### src/rtl/mem_arbiter.sv
`default_nettype none
// ============================================================================
// Module      : mem_arbiter
// Description : Two-port (instruction fetch / data memory) arbiter in front of
//               a shared single-port memory. At most one transaction is
//               outstanding. A memory that never acknowledges is aborted after
//               TIMEOUT_CYC cycles with a one-cycle err_o pulse.
//               Define ARB_ROUND_ROBIN_EN to alternate grants on simultaneous
//               requests; otherwise the data port always wins.
// Revision    : 1.0 - initial release
// ============================================================================
module mem_arbiter #(
  parameter int unsigned TIMEOUT_CYC = 64
) (
  input  logic        clk_i,
  input  logic        rst_i,
  // instruction fetch requester (read-only)
  input  logic        if_req_i,
  input  logic [31:0] if_addr_i,
  output logic [31:0] if_rdata_o,
  output logic        if_ack_o,
  // data memory requester
  input  logic        dm_req_i,
  input  logic        dm_we_i,
  input  logic [31:0] dm_addr_i,
  input  logic [31:0] dm_wdata_i,
  output logic [31:0] dm_rdata_o,
  output logic        dm_ack_o,
  // shared backing memory
  output logic        mem_enable_o,
  output logic        mem_write_o,
  output logic [31:0] mem_addr_o,
  output logic [31:0] mem_wdata_o,
  input  logic [31:0] mem_rdata_i,
  input  logic        mem_ack_i,
  // status
  output logic        stall_o,
  output logic        err_o
);

  localparam logic [7:0] TIMEOUT_CNT = TIMEOUT_CYC[7:0];

  typedef enum logic [1:0] {
    IDLE = 2'd0,
    BUSY = 2'd1,
    RESP = 2'd2
  } state_t;

  state_t      state_q, state_d;
  logic [7:0]  cnt_q, cnt_d;
  logic        gnt_dm_q, gnt_dm_d;     // 1: data port owns the transaction
  logic        mem_enable_q, mem_enable_d;
  logic        mem_write_q, mem_write_d;
  logic [31:0] mem_addr_q, mem_addr_d;
  logic [31:0] mem_wdata_q, mem_wdata_d;
  logic [31:0] if_rdata_q, if_rdata_d;
  logic [31:0] dm_rdata_q, dm_rdata_d;
  logic        if_ack_q, if_ack_d;
  logic        dm_ack_q, dm_ack_d;
  logic        err_q, err_d;
  logic        pick_dm;                 // grant decision for this IDLE cycle
`ifdef ARB_ROUND_ROBIN_EN
  logic        last_dm_q, last_dm_d;    // 1: data port was granted last
`endif

  // Choose which requester would be granted if the arbiter is idle
  always_comb begin
    pick_dm = dm_req_i;
`ifdef ARB_ROUND_ROBIN_EN
    if (if_req_i && dm_req_i) begin
      pick_dm = ~last_dm_q;
    end
`endif
  end

  // Next-state and registered-output computation
  always_comb begin
    state_d      = state_q;
    cnt_d        = cnt_q;
    gnt_dm_d     = gnt_dm_q;
    mem_enable_d = mem_enable_q;
    mem_write_d  = mem_write_q;
    mem_addr_d   = mem_addr_q;
    mem_wdata_d  = mem_wdata_q;
    if_rdata_d   = if_rdata_q;
    dm_rdata_d   = dm_rdata_q;
    if_ack_d     = 1'b0;
    dm_ack_d     = 1'b0;
    err_d        = 1'b0;
`ifdef ARB_ROUND_ROBIN_EN
    last_dm_d    = last_dm_q;
`endif

    case (state_q)
      IDLE: begin
        if (if_req_i || dm_req_i) begin
          state_d      = BUSY;
          cnt_d        = 8'd0;
          gnt_dm_d     = pick_dm;
          mem_enable_d = 1'b1;
          // Fetches never write and carry no write data
          mem_write_d  = pick_dm & dm_we_i;
          mem_addr_d   = pick_dm ? dm_addr_i  : if_addr_i;
          mem_wdata_d  = pick_dm ? dm_wdata_i : 32'h0;
`ifdef ARB_ROUND_ROBIN_EN
          last_dm_d    = pick_dm;
`endif
        end
      end

      BUSY: begin
        // An acknowledge arriving on the timeout cycle still completes normally
        if (mem_ack_i) begin
          state_d      = RESP;
          mem_enable_d = 1'b0;
          mem_write_d  = 1'b0;
          if_ack_d     = ~gnt_dm_q;
          dm_ack_d     = gnt_dm_q;
          if (!gnt_dm_q) begin
            if_rdata_d = mem_rdata_i;
          end else if (!mem_write_q) begin
            dm_rdata_d = mem_rdata_i;
          end
        end else if (cnt_q == TIMEOUT_CNT) begin
          state_d      = RESP;
          mem_enable_d = 1'b0;
          mem_write_d  = 1'b0;
          if_ack_d     = ~gnt_dm_q;
          dm_ack_d     = gnt_dm_q;
          err_d        = 1'b1;
          if (!gnt_dm_q) begin
            if_rdata_d = 32'h0;
          end else if (!mem_write_q) begin
            dm_rdata_d = 32'h0;
          end
        end else begin
          cnt_d = cnt_q + 8'd1;
        end
      end

      RESP: begin
        // Single response cycle; requests seen here are deliberately ignored
        state_d = IDLE;
      end

      default: begin
        state_d = IDLE;
      end
    endcase
  end

  // State and output registers, cleared asynchronously
  always_ff @(posedge clk_i or posedge rst_i) begin
    if (rst_i) begin
      state_q      <= IDLE;
      cnt_q        <= 8'd0;
      gnt_dm_q     <= 1'b0;
      mem_enable_q <= 1'b0;
      mem_write_q  <= 1'b0;
      mem_addr_q   <= 32'h0;
      mem_wdata_q  <= 32'h0;
      if_rdata_q   <= 32'h0;
      dm_rdata_q   <= 32'h0;
      if_ack_q     <= 1'b0;
      dm_ack_q     <= 1'b0;
      err_q        <= 1'b0;
`ifdef ARB_ROUND_ROBIN_EN
      last_dm_q    <= 1'b0;
`endif
    end else begin
      state_q      <= state_d;
      cnt_q        <= cnt_d;
      gnt_dm_q     <= gnt_dm_d;
      mem_enable_q <= mem_enable_d;
      mem_write_q  <= mem_write_d;
      mem_addr_q   <= mem_addr_d;
      mem_wdata_q  <= mem_wdata_d;
      if_rdata_q   <= if_rdata_d;
      dm_rdata_q   <= dm_rdata_d;
      if_ack_q     <= if_ack_d;
      dm_ack_q     <= dm_ack_d;
      err_q        <= err_d;
`ifdef ARB_ROUND_ROBIN_EN
      last_dm_q    <= last_dm_d;
`endif
    end
  end

  assign mem_enable_o = mem_enable_q;
  assign mem_write_o  = mem_write_q;
  assign mem_addr_o   = mem_addr_q;
  assign mem_wdata_o  = mem_wdata_q;
  assign if_rdata_o   = if_rdata_q;
  assign dm_rdata_o   = dm_rdata_q;
  assign if_ack_o     = if_ack_q;
  assign dm_ack_o     = dm_ack_q;
  assign err_o        = err_q;

  // A requester stalls the pipeline until its acknowledge is visible
  assign stall_o = (if_req_i & ~if_ack_q) | (dm_req_i & ~dm_ack_q);

endmodule
`default_nettype wire
### config.mk
export PLATFORM = sky130hd
export DESIGN_NAME = mem_arbiter
export DESIGN_NICKNAME = d
export VERILOG_FILES = /design/src/rtl/mem_arbiter.sv
export SDC_FILE = /design/constraint.sdc
export NUM_CORES = 1
export LEC_CHECK = 0
export BUFFER_PORTS_ARGS = -buffer_cell sky130_fd_sc_hd__buf_4
export CORE_MARGIN = 10
export CORE_UTILIZATION = 31
export CTS_BUF_LIST = sky130_fd_sc_hd__clkbuf_8 sky130_fd_sc_hd__clkbuf_16
export CTS_CLUSTER_DIAMETER = 40
export DETAILED_ROUTE_END_ITERATION = 10
export PLACE_DENSITY_LB_ADDON = 0.25
export REMOVE_ABC_BUFFERS = 1
export SYNTH_ARGS = -nofsm -noshare
export SYNTH_HDL_FRONTEND = slang
export SYNTH_SLANG_ARGS = --single-unit
### constraint.sdc
create_clock -name clk_i -period 4 [get_ports clk_i]
set_input_delay 0.4 -clock clk_i [delete_from_list [all_inputs] [get_ports clk_i]]
set_output_delay 0.4 -clock clk_i [all_outputs]
set_load 0.02 [all_outputs]
==> flow_metrics.tcl <==
set metrics [dict create \
    die_area_um2 24300 \
    drive_above_1_share_pct 43.8 \
    start_util_pct 31.6 \
    reg2reg_from "state_q[0]" \
    fin_worst_hold_slack_ns 0.166 \
    ctsHtreeMaxLevel 4 \
    synth_async_sr_flop_share_pct 100 \
    top_layer_used "met4" \
    cts_hold_buf 0 \
    ys_seq_area_share_pct 63.0 \
    wl_met3_mm 2.51 \
    outcome "finished, final reports clean" \
    wirelength_met1_mm 7.60 \
    vias_per_cell 5.08 \
    max-slew-margin-rel_pct 20.1 \
    grt-ovfl-total 0 \
    hold_viol 0 \
    drt_iter0_markers 245 \
    post-route-min-period_ns 2.34 \
    totalPowerFinal_uw 7300 \
    worst_slew_pin_slew_ns 1.20 \
    wire_per_inst_um 19.9 \
    cp.arrival_ns 2.68 \
    synth_cell_types 37 \
    cts.repair.resized 0 \
    reg2reg_to "if_rdata_o[30]" \
    gp_congestion 0.786 \
    hp-class "in -> async" \
    slowest_delay_ns 1.02 \
    antenna_found_initial 0 \
    vias 4795 \
    synth_edf_count 0 \
    critPathLaunchType "flip-flop" \
    syn_area_per_cell_um2 12.8 \
    hpwl_mm 13.9 \
    syn_to_final_growth_pct 49.2 \
    vdd_drop_max_mv 0.405 \
    clk_pin_slew_ns 0.06 \
    cts_inserted_buffers 17 \
    synth.cell_area_um2 5720 \
    portBuffers 267 \
    synth-main-ff-cell "dfrtp_1" \
    core-area_um2 18100 \
    pin_count 268 \
    maxSlewViolCount 0 \
    grt_first_pass_wirelength_mm 29.3 \
    fin_nets 837 \
    drc_errors 0 \
    clockBufferDepth 2 \
    cts_tree "built" \
    die_w_um 156 \
    rows 49 \
    wl_met2_mm 8.47 \
    fmax_mhz 427 \
    worstPathMaxFanout 64 \
    r2r_cells 3 \
    crit_required_ns 4.34 \
    crit_slowest_cell "and2_2" \
    antennaDiodeCount 0 \
    pwr_density_cell_nw_per_um2 855 \
    drv_cap 0 \
    yosys_register_bits 144 \
    dr.pass1.iters 4 \
    grt_max_degree 102 \
    critPathCaptureType "flip-flop" \
    crit_buf_inv 0 \
    p_leak_uw 0.00422 \
    grt_pass1_vias 5277 \
    fin_worst_skew_ns 0.0106 \
    die_y_um 156 \
    drt_wl_total_mm 18.8 \
    drtAntennaViolNets 0 \
    rrSetupSlack_ns 1.66 \
    cts_sinks 144 \
    worstSetupPathType "reg -> reg" \
    post-cts-setup-buffer-count 0 \
    grtUsageTotal_pct 15.1 \
    rsz0062_at_grt "no" \
    finalSetupViolations 0 \
    clkLatencyLatePin_ns 0.41 \
    finalCritPeriodShare_pct 58.5 \
    path_delay_family "simple AND/OR/NAND/NOR gates" \
    worstPathCellList "nor2b_1 > and2_2 > a32o_1" \
    cts_root_buf "clkbuf_16" \
    ys_warn_count 0 \
    synth_cells 446 \
]
sequential cells by signal (all words and copies together) (netlist names), 2 cells and up:
signal and cells:
dm_rdata_o 32, if_rdata_o 32, mem_addr_o 32, mem_wdata_o 32
cnt_q 8, state_q 2
metrics by stage:
stage | utilization [%] | instance area [um^2] | setup TNS, ns | worst slack (ns) | instances
after floorplan | - | 5560 | -163.84 | -1.91 | 408
after global placement | 43.8 | 7930 | 0 | 1.87 | 911
after detailed placement | 43.8 | 7930 | 0 | 1.71 | 911
after CTS | 47.2 | 8540 | 0 | 1.71 | 943
after global routing | 47.2 | 8540 | 0 | 1.53 | 943
final | 47.2 | 8540 | 0 | 1.66 | 943
worst max-delay path by stage:
stage,from,end,slack [ns],cells past startpoint
CTS,state_q[0],if_rdata_o[30],1.71,3
global route,state_q[0],if_rdata_o[30],1.53,3
detailed placement,state_q[0],if_rdata_o[21],1.71,3
floorplan,dm_req_i,mem_addr_o[0],-1.91,2
finish,state_q[0],if_rdata_o[30],1.66,3
global placement,state_q[0],if_rdata_o[15],1.87,3
logic make-up after synthesis:
kind of cell	count (synthesis)	share of synthesized area, %
fa+ha+maj	2	0.437
compound gates	148	21.4
mux	33	5.77
buf+inv	48	3.43
simple gates	71	6.01
flops	144	63.0
final cells by class:
type | instances | area [um^2]
clock buffers | 17 | 425
clock inverters | 15 | 185
fillers | 1657 | 9550
inverters | 10 | 42.5
multi-input cells | 254 | 1940
flip-flops and latches | 144 | 3600
well taps | 229 | 287
repair buffers | 274 | 2060
power by group:
part | internal, uW | total [uW] | switching (uW)
logic | 1360 | 3180 | 1830
registers | 2090 | 2490 | 405
clock network | 991 | 1620 | 631
metal layers:
| layer | vias to the layer above | GRT usage [%] |
|---|---|---|
| li1 | 2216 | - |
| met1 | 2314 | 17.5 |
| met2 | 253 | 22.9 |
| met3 | 12 | 8.93 |
| met4 | 0 | 4.77 |
| met5 | - | 0 |
Yosys cell counts (2+ instances only):
master,number,area [um^2]
dfrtp_1,144,3600
a32o_1,65,651
nand2_1,40,150
o21ai_0,38,190
a22o_1,33,289
mux2i_1,33,330
clkbuf_1,25,93.8
buf_2,13,65.1
inv_1,9,33.8
nand3_1,7,35.0
nor2_1,6,22.5
a21boi_1,2,15.0
and2_1,2,12.5
ha_1,2,25.0
nor3_1,2,10.0
o211ai_1,2,15.0
o31ai_1,2,15.0
or4_1,2,15.0
cell usage in the layout, fill, tap and decap left out, drive strengths merged, types with 3 or more instances in the layout:
cell / Yosys / final
nor2: 6 / 6
mux2i: 33 / 33
clkinvlp: 0 / 4
inv: 10 / 17
a32o: 65 / 65
nand3: 7 / 7
bufinv: 0 / 3
o21ai: 38 / 38
a22o: 33 / 33
clkbuf: 25 / 17
nand2: 40 / 40
buf: 13 / 274
dfrtp: 144 / 144
No activity file was read; power rests on OpenSTA's default activity.
